<file path="config.mk">
export PLATFORM = sky130hd
export DESIGN_NAME = led_matrix_scanner
export DESIGN_NICKNAME = d
export VERILOG_FILES = /design/src/rtl/led_matrix_scanner.sv
export SDC_FILE = /design/constraint.sdc
export NUM_CORES = 1
export LEC_CHECK = 0
export CORE_MARGIN = 2
export CORE_UTILIZATION = 39
export DETAILED_ROUTE_END_ITERATION = 7
export DONT_BUFFER_PORTS = 1
export HOLD_SLACK_MARGIN = 0.06
export MAX_ROUTING_LAYER = met4
export PLACE_DENSITY = 0.56
export SLEW_MARGIN = 20
export SYNTH_ARGS = -nofsm -noshare
export SYNTH_HDL_FRONTEND = slang
export SYNTH_SLANG_ARGS = --single-unit
</file>
<file path="constraint.sdc">
create_clock -name CLK -period 2.6 [get_ports CLK]
set_input_delay 0 -clock CLK [delete_from_list [all_inputs] [get_ports CLK]]
set_output_delay 0 -clock CLK [all_outputs]
set_load 0.005 [all_outputs]
</file>
<file path="src/rtl/led_matrix_scanner.sv">
`timescale 1ns/1ps
`default_nettype none
// +--------------------------------------------------------------------------+
// | led_matrix_scanner: fetches playfield rows and scans them out serially   |
// | to the LED column drivers, latching and lighting one row at a time.      |
// | Revision: 1.0                                                            |
// +--------------------------------------------------------------------------+
module led_matrix_scanner #(
  parameter int WIDTH  = 32,
  parameter int NROWS  = 32,
  parameter int CLKDIV = 2,
  parameter int BLANK  = 2,
  parameter int HOLD   = 64,
  localparam int AW    = $clog2(NROWS)
) (
  input  logic             CLK,
  input  logic             RST,
  input  logic             EN,
  input  logic [WIDTH-1:0] RowData,
  output logic [AW-1:0]    RowAddr,
  output logic             SDO,
  output logic             SCLK,
  output logic             LATCH,
  output logic             OE_N,
  output logic [AW-1:0]    ROW_SEL,
  output logic             FrameDone,
  output logic             Busy
);

  localparam int DIVW   = $clog2(2 * CLKDIV);
  localparam int BITW   = $clog2(WIDTH);
  localparam int CNTMAX = (BLANK > HOLD) ? BLANK : HOLD;
  localparam int CW     = $clog2(CNTMAX + 1);

  localparam logic [DIVW-1:0] DIV_LAST   = DIVW'(2 * CLKDIV - 1);
  localparam logic [DIVW-1:0] DIV_RISE   = DIVW'(CLKDIV - 1);
  localparam logic [BITW-1:0] BIT_LAST   = BITW'(WIDTH - 1);
  localparam logic [CW-1:0]   BLANK_LAST = CW'(BLANK - 1);
  localparam logic [CW-1:0]   BLANK_PRE  = CW'(BLANK - 2);
  localparam logic [CW-1:0]   HOLD_LAST  = CW'(HOLD - 1);
  localparam logic [CW-1:0]   HOLD_PRE   = CW'(HOLD - 2);
  localparam logic [AW-1:0]   ROW_LAST   = AW'(NROWS - 1);

  typedef enum logic [2:0] {
    ST_IDLE  = 3'd0,
    ST_FETCH = 3'd1,
    ST_SHIFT = 3'd2,
    ST_BLANK = 3'd3,
    ST_HOLD  = 3'd4
  } state_t;

  state_t           state;
  logic [AW-1:0]    row_cnt;
  logic [CW-1:0]    cnt;
  logic [DIVW-1:0]  div_cnt;
  logic [BITW-1:0]  bit_cnt;
  // The MSB goes straight to SDO at capture; only the remaining bits are held.
  logic [WIDTH-2:0] shreg;

  assign RowAddr = row_cnt;

  always_ff @(posedge CLK or negedge RST) begin
    if (!RST) begin
      state     <= ST_IDLE;
      row_cnt   <= '0;
      cnt       <= '0;
      div_cnt   <= '0;
      bit_cnt   <= '0;
      shreg     <= '0;
      SDO       <= 1'b0;
      SCLK      <= 1'b0;
      LATCH     <= 1'b0;
      OE_N      <= 1'b1;
      ROW_SEL   <= '0;
      FrameDone <= 1'b0;
      Busy      <= 1'b0;
    end else begin
      LATCH     <= 1'b0;
      FrameDone <= 1'b0;
      case (state)
        ST_IDLE: begin
          if (EN) begin
            state <= ST_FETCH;
            Busy  <= 1'b1;
          end
        end
        ST_FETCH: begin
          shreg   <= RowData[WIDTH-2:0];
          SDO     <= RowData[WIDTH-1];
          SCLK    <= 1'b0;
          div_cnt <= '0;
          bit_cnt <= '0;
          state   <= ST_SHIFT;
        end
        ST_SHIFT: begin
          if (div_cnt == DIV_LAST) begin
            div_cnt <= '0;
            SCLK    <= 1'b0;
            if (bit_cnt == BIT_LAST) begin
              SDO   <= 1'b0;
              OE_N  <= 1'b1;
              cnt   <= '0;
              state <= ST_BLANK;
              if (BLANK == 1) begin
                LATCH   <= 1'b1;
                ROW_SEL <= row_cnt;
              end
            end else begin
              bit_cnt <= bit_cnt + 1'b1;
              SDO     <= shreg[WIDTH-2];
              shreg   <= {shreg[WIDTH-3:0], 1'b0};
            end
          end else begin
            div_cnt <= div_cnt + 1'b1;
            // SCLK rises once the low half of the bit period has elapsed.
            SCLK    <= (div_cnt >= DIV_RISE);
          end
        end
        ST_BLANK: begin
          if (cnt == BLANK_LAST) begin
            cnt   <= '0;
            OE_N  <= 1'b0;
            state <= ST_HOLD;
            if (HOLD == 1) FrameDone <= (row_cnt == ROW_LAST);
          end else begin
            cnt <= cnt + 1'b1;
            if (cnt == BLANK_PRE) begin
              LATCH   <= 1'b1;
              ROW_SEL <= row_cnt;
            end
          end
        end
        ST_HOLD: begin
          if (cnt == HOLD_LAST) begin
            cnt     <= '0;
            row_cnt <= (row_cnt == ROW_LAST) ? '0 : row_cnt + 1'b1;
            if (EN) begin
              state <= ST_FETCH;
            end else begin
              state <= ST_IDLE;
              OE_N  <= 1'b1;
              Busy  <= 1'b0;
            end
          end else begin
            cnt <= cnt + 1'b1;
            if (cnt == HOLD_PRE && row_cnt == ROW_LAST) FrameDone <= 1'b1;
          end
        end
        default: begin
          state <= ST_IDLE;
          SDO   <= 1'b0;
          SCLK  <= 1'b0;
          OE_N  <= 1'b1;
          Busy  <= 1'b0;
        end
      endcase
    end
  end

endmodule
`default_nettype wire

</file>
==> summary.md <==
| Metric | Value |
|---|---|
| Final setup vio count | `0` |
| Number of global-route vias before repair | `2427` |
| Height of the chip | `93.8 microns` |
| Detail-routed net length per standard cell | `14.7 microns` |
| Met2 track demand over resource | `27.4%` |
| Count of unresolved DRC violations after routing | `0` |
| Clock tree from TritonCTS | `built` |
| Static Leak | `1.92 nW` |
| Clock-pin slew of the registers on the worst-case setup and hold paths | `0.07 ns` |
| Die span in x | `93.8 microns` |
| Result of the run | `completed` |
| Number of maximum-capacitance constraint violations | `0` |
| Total global routing overflow | `0` |
| Worst Hold Margin | `0.180 ns` |
| WP data required | `2.80 ns` |
| Number of vias per cell | `5.22` |
| Number of levels in the clock H-tree | `3` |
| Vias post-DR | `2335` |
| Share of the clock period used by the worst path | `78.5%` |
| Final count of pins violating max slew | `0` |
| Internal power component | `1.58 mW` |
| Power per Cell Area | `519 nW/um^2` |
| Per-instance average area after synthesis | `10.4 sq um` |
| Net count of the finished layout | `385` |
| Final TNS setup | `0 ns` |
| GPL Wtd Cong | `0.859` |
| Detail Route Antenna Nets | `0` |
| Number of port buffers | `0` |
| Largest driver fanout on the critical path | `63` |
| Yosys cell types | `44` |
| Slowest-stage cell, CP | `dfrtp_1` |
| Global routing usage on met1 | `21.0%` |
| Cell repeated most along the worst path | `ha_1` |
| Placement row count | `32` |
| I/O pin count | `51` |
| Layer with the highest usage | `met2` |
| Delay of the slowest cell on the worst path | `0.41 ns` |
| Worst Skew | `0.00748 ns` |
| Total placed instance area | `3280 sq um` |
| Net switching power | `0.420 mW` |
| Headroom to the max-slew limit | `64.8%` |
| Starting density of the core | `40.5%` |
| Total Routing Usage GR | `17.1%` |
| Number of buffers created by CTS | `9` |
| Max VDD drop | `0.000320 V` |
| Sw Share | `21.0%` |
| Maximum number of pins on one net before global-route repair | `65` |
| Combinational group share of total power | `4.4%` |
| Fin crit period | `2.04 ns` |
| Relative contribution of sequential cells to total power | `51.1%` |
| Startpoint of the worst register-to-register path | `bit_cnt[0]` |
| DP Wirelength | `4.27 mm` |
| Critical path start-end classification | `reg2reg` |
| Number of synthesized register bits | `64` |
| Final antenna diode count | `0` |
| Register-to-register setup slack | `0.56 ns` |
| Initial antenna violation count | `0` |
| Kind of capture point of the worst setup path | `flop` |
| Number of enable-type register cells in the synthesized netlist | `0` |
| Fmax | `490 MHz` |
| Layout Area Growth over Synthesis | `22.3%` |
| Total wire length after detailed routing | `6.59 mm` |
| # clock sinks | `64` |
| Count of buffers added by post-CTS timing repair for setup | `0` |
| Later-pin clock latency in the skew report | `0.34 ns` |
| Clk buf depth | `2` |
| Yosys warnings | `0` |
| Worst flop-to-flop path endpoint | `shreg[3]` |
| Worst min-delay path category | `in2async` |
| Mapped cell area | `3150 sq um` |
| Fraction of final layout cells sized beyond drive strength 1 | `11.3%` |
| Hold Fails Final Rpt | `0` |
| Worst-path cell chain | `ha_1, and3_1, ha_1, nor2b_1, a21oi_4, buf_4, nand2_1, o21ai_0` |
| Drt initial violations | `116` |
| Clock power frac | `44.5%` |
| Wire length of the first global-routing pass | `11.5 mm` |
| Area enclosed by the die boundary | `8800 sq um` |
| Gate count after technology mapping | `303` |
| Critical path data arrival time | `2.24 ns` |
| Asr flop ratio synth | `100%` |
| Critical Path Start Type | `flop` |
| Number of iterations in the first detailed-routing pass | `4` |
| Met3 usage | `5.38%` |
| Sequential share of the synthesized area | `50.9%` |
| Most used DFF post-synth | `dfrtp_1` |
| Filler Cell Count | `722` |
| RSZ-0062 raised after global routing | `false` |
| Buffer type at the clock tree root | `clkbuf_8` |
| Post-route cell area | `3850 sq um` |
| Standard cell core area | `7770 sq um` |
| Worst R2R Path Depth | `8` |
| Transition time of the tightest slew-check pin | `0.526 ns` |
| Total nets after synthesis | `347` |
cells by family (layout without fill, tap and decap cells):
group                      after synthesis  in the layout  synth area share (%)
muxes                                   39             39                  12.8
DFF                                     64             64                  50.9
AOI/OAI and AO/OA                       72             72                  13.8
adders and majority gates                9              9                  3.58
and+or+nand+nor                         97             97                  15.7
xor gates and xnor gates                 2              2                 0.557
buffers and inverters                   20             62                  2.74
worst max-delay path: cells and delay by family (launching register included):
kind / cells / cell delay, ns
AND/OR/NAND/NOR: 3 / 0.57
adder cells (fa/ha/maj): 2 / 0.44
flip-flops: 1 / 0.41
buffers and inverters: 1 / 0.29
AO/OA/AOI/OAI: 2 / 0.18
per-layer routing:
metal  part of all wire, %  wire length, microns
met4                   1.2                    82
met1                    48                  3160
met2                    46                  3060
met3                   4.4                   290
met5                     0                     0
worst max-delay path by stage:
stage / from / end / slack, ns
6_report: bit_cnt[0] / shreg[3] / 0.56
5_1_grt: bit_cnt[0] / shreg[3] / 0.40
4_1_cts: bit_cnt[0] / shreg[15] / 0.55
3_5_place_dp: state[0] / shreg[30] / 0.57
3_3_place_gp: state[0] / shreg[30] / 0.57
2_1_floorplan: bit_cnt[0] / cnt[5] / 0.61
synthesized netlist by cell type, types with 2 or more instances:
cell / count / area share [%]
nor3b_1: 3 / 0.72
nor2b_1: 5 / 0.99
o21ai_0: 42 / 6.7
nand3b_1: 3 / 0.72
nor2_1: 9 / 1.1
dfrtp_1: 63 / 50
nand4_1: 2 / 0.40
nand3_1: 10 / 1.6
clkbuf_1: 11 / 1.3
mux2i_1: 30 / 9.5
nand2_1: 47 / 5.6
ha_1: 9 / 3.6
a211oi_1: 3 / 0.72
a31oi_1: 4 / 0.80
nor3b_2: 2 / 0.80
or3_1: 2 / 0.40
a21oi_1: 5 / 0.80
mux2_2: 8 / 2.9
a22o_1: 5 / 1.4
buf_2: 3 / 0.48
a21o_1: 3 / 0.72
and3_1: 4 / 0.80
nor3_1: 2 / 0.32
xor2_1: 2 / 0.56
nor4_2: 2 / 0.80
a221o_1: 2 / 0.64
inv_1: 5 / 0.60
per-stage QoR:
| stage | std cells | worst slack [ns] | total power [mW] | util (%) |
|---|---|---|---|---|
| after floorplan | 303 | 0.608 | 1.06 | - |
| after global placement | 398 | 0.575 | 1.06 | 42.3 |
| after detailed placement | 398 | 0.565 | 1.06 | 42.3 |
| after CTS | 447 | 0.552 | 2.02 | 49.5 |
| after global routing | 447 | 0.401 | 2.08 | 49.5 |
| final | 447 | 0.558 | 2.00 | 49.5 |
cell type report:
| cell class | count | area, sq um | share of cell area [%] |
|---|---|---|---|
| Clock inverter | 2 | 37.5 | 0.975 |
| Clock buffer | 13 | 169 | 4.39 |
| Tap cell | 102 | 128 | 3.32 |
| Sequential cell | 64 | 1600 | 41.6 |
| Inverter | 5 | 18.8 | 0.488 |
| Multi-Input combinational cell | 219 | 1480 | 38.3 |
| Timing Repair Buffer | 42 | 418 | 10.9 |
placed cells by master (no fill, tap or decap), drive strengths merged, types with 9 or more instances in the layout:
master and n:
o21ai 43, ha 9, dfrtp 63, mux2i 30, buf 9, nor2 9
nand2 47, mux2 9, dlygate4sd3 33, nand3 10, clkbuf 13
power groups by stage:
stage | clock network, mW | registers [mW] | logic, mW
after floorplan | 0 | 1.04 | 0.0203
after global placement | 0 | 1.04 | 0.0229
final | 0.890 | 1.02 | 0.0877
after global routing | 0.956 | 1.02 | 0.101
after CTS | 0.914 | 1.02 | 0.0895
after detailed placement | 0 | 1.04 | 0.0241
flip-flops by register name, summed over array words and instances, names as in the netlist, 2 cells and up:
signal   flops
RowAddr      5
bit_cnt      5
div_cnt      2
ROW_SEL      5
shreg       31
cnt          7
state        3
repair_timing:
| action | CTS | global route |
|---|---|---|
| hold buffers | 34 | 0 |
| hold endpoints to repair | 97 | 0 |
| resized for setup | 0 | 0 |
No activity file was read; power rests on OpenSTA's default activity.
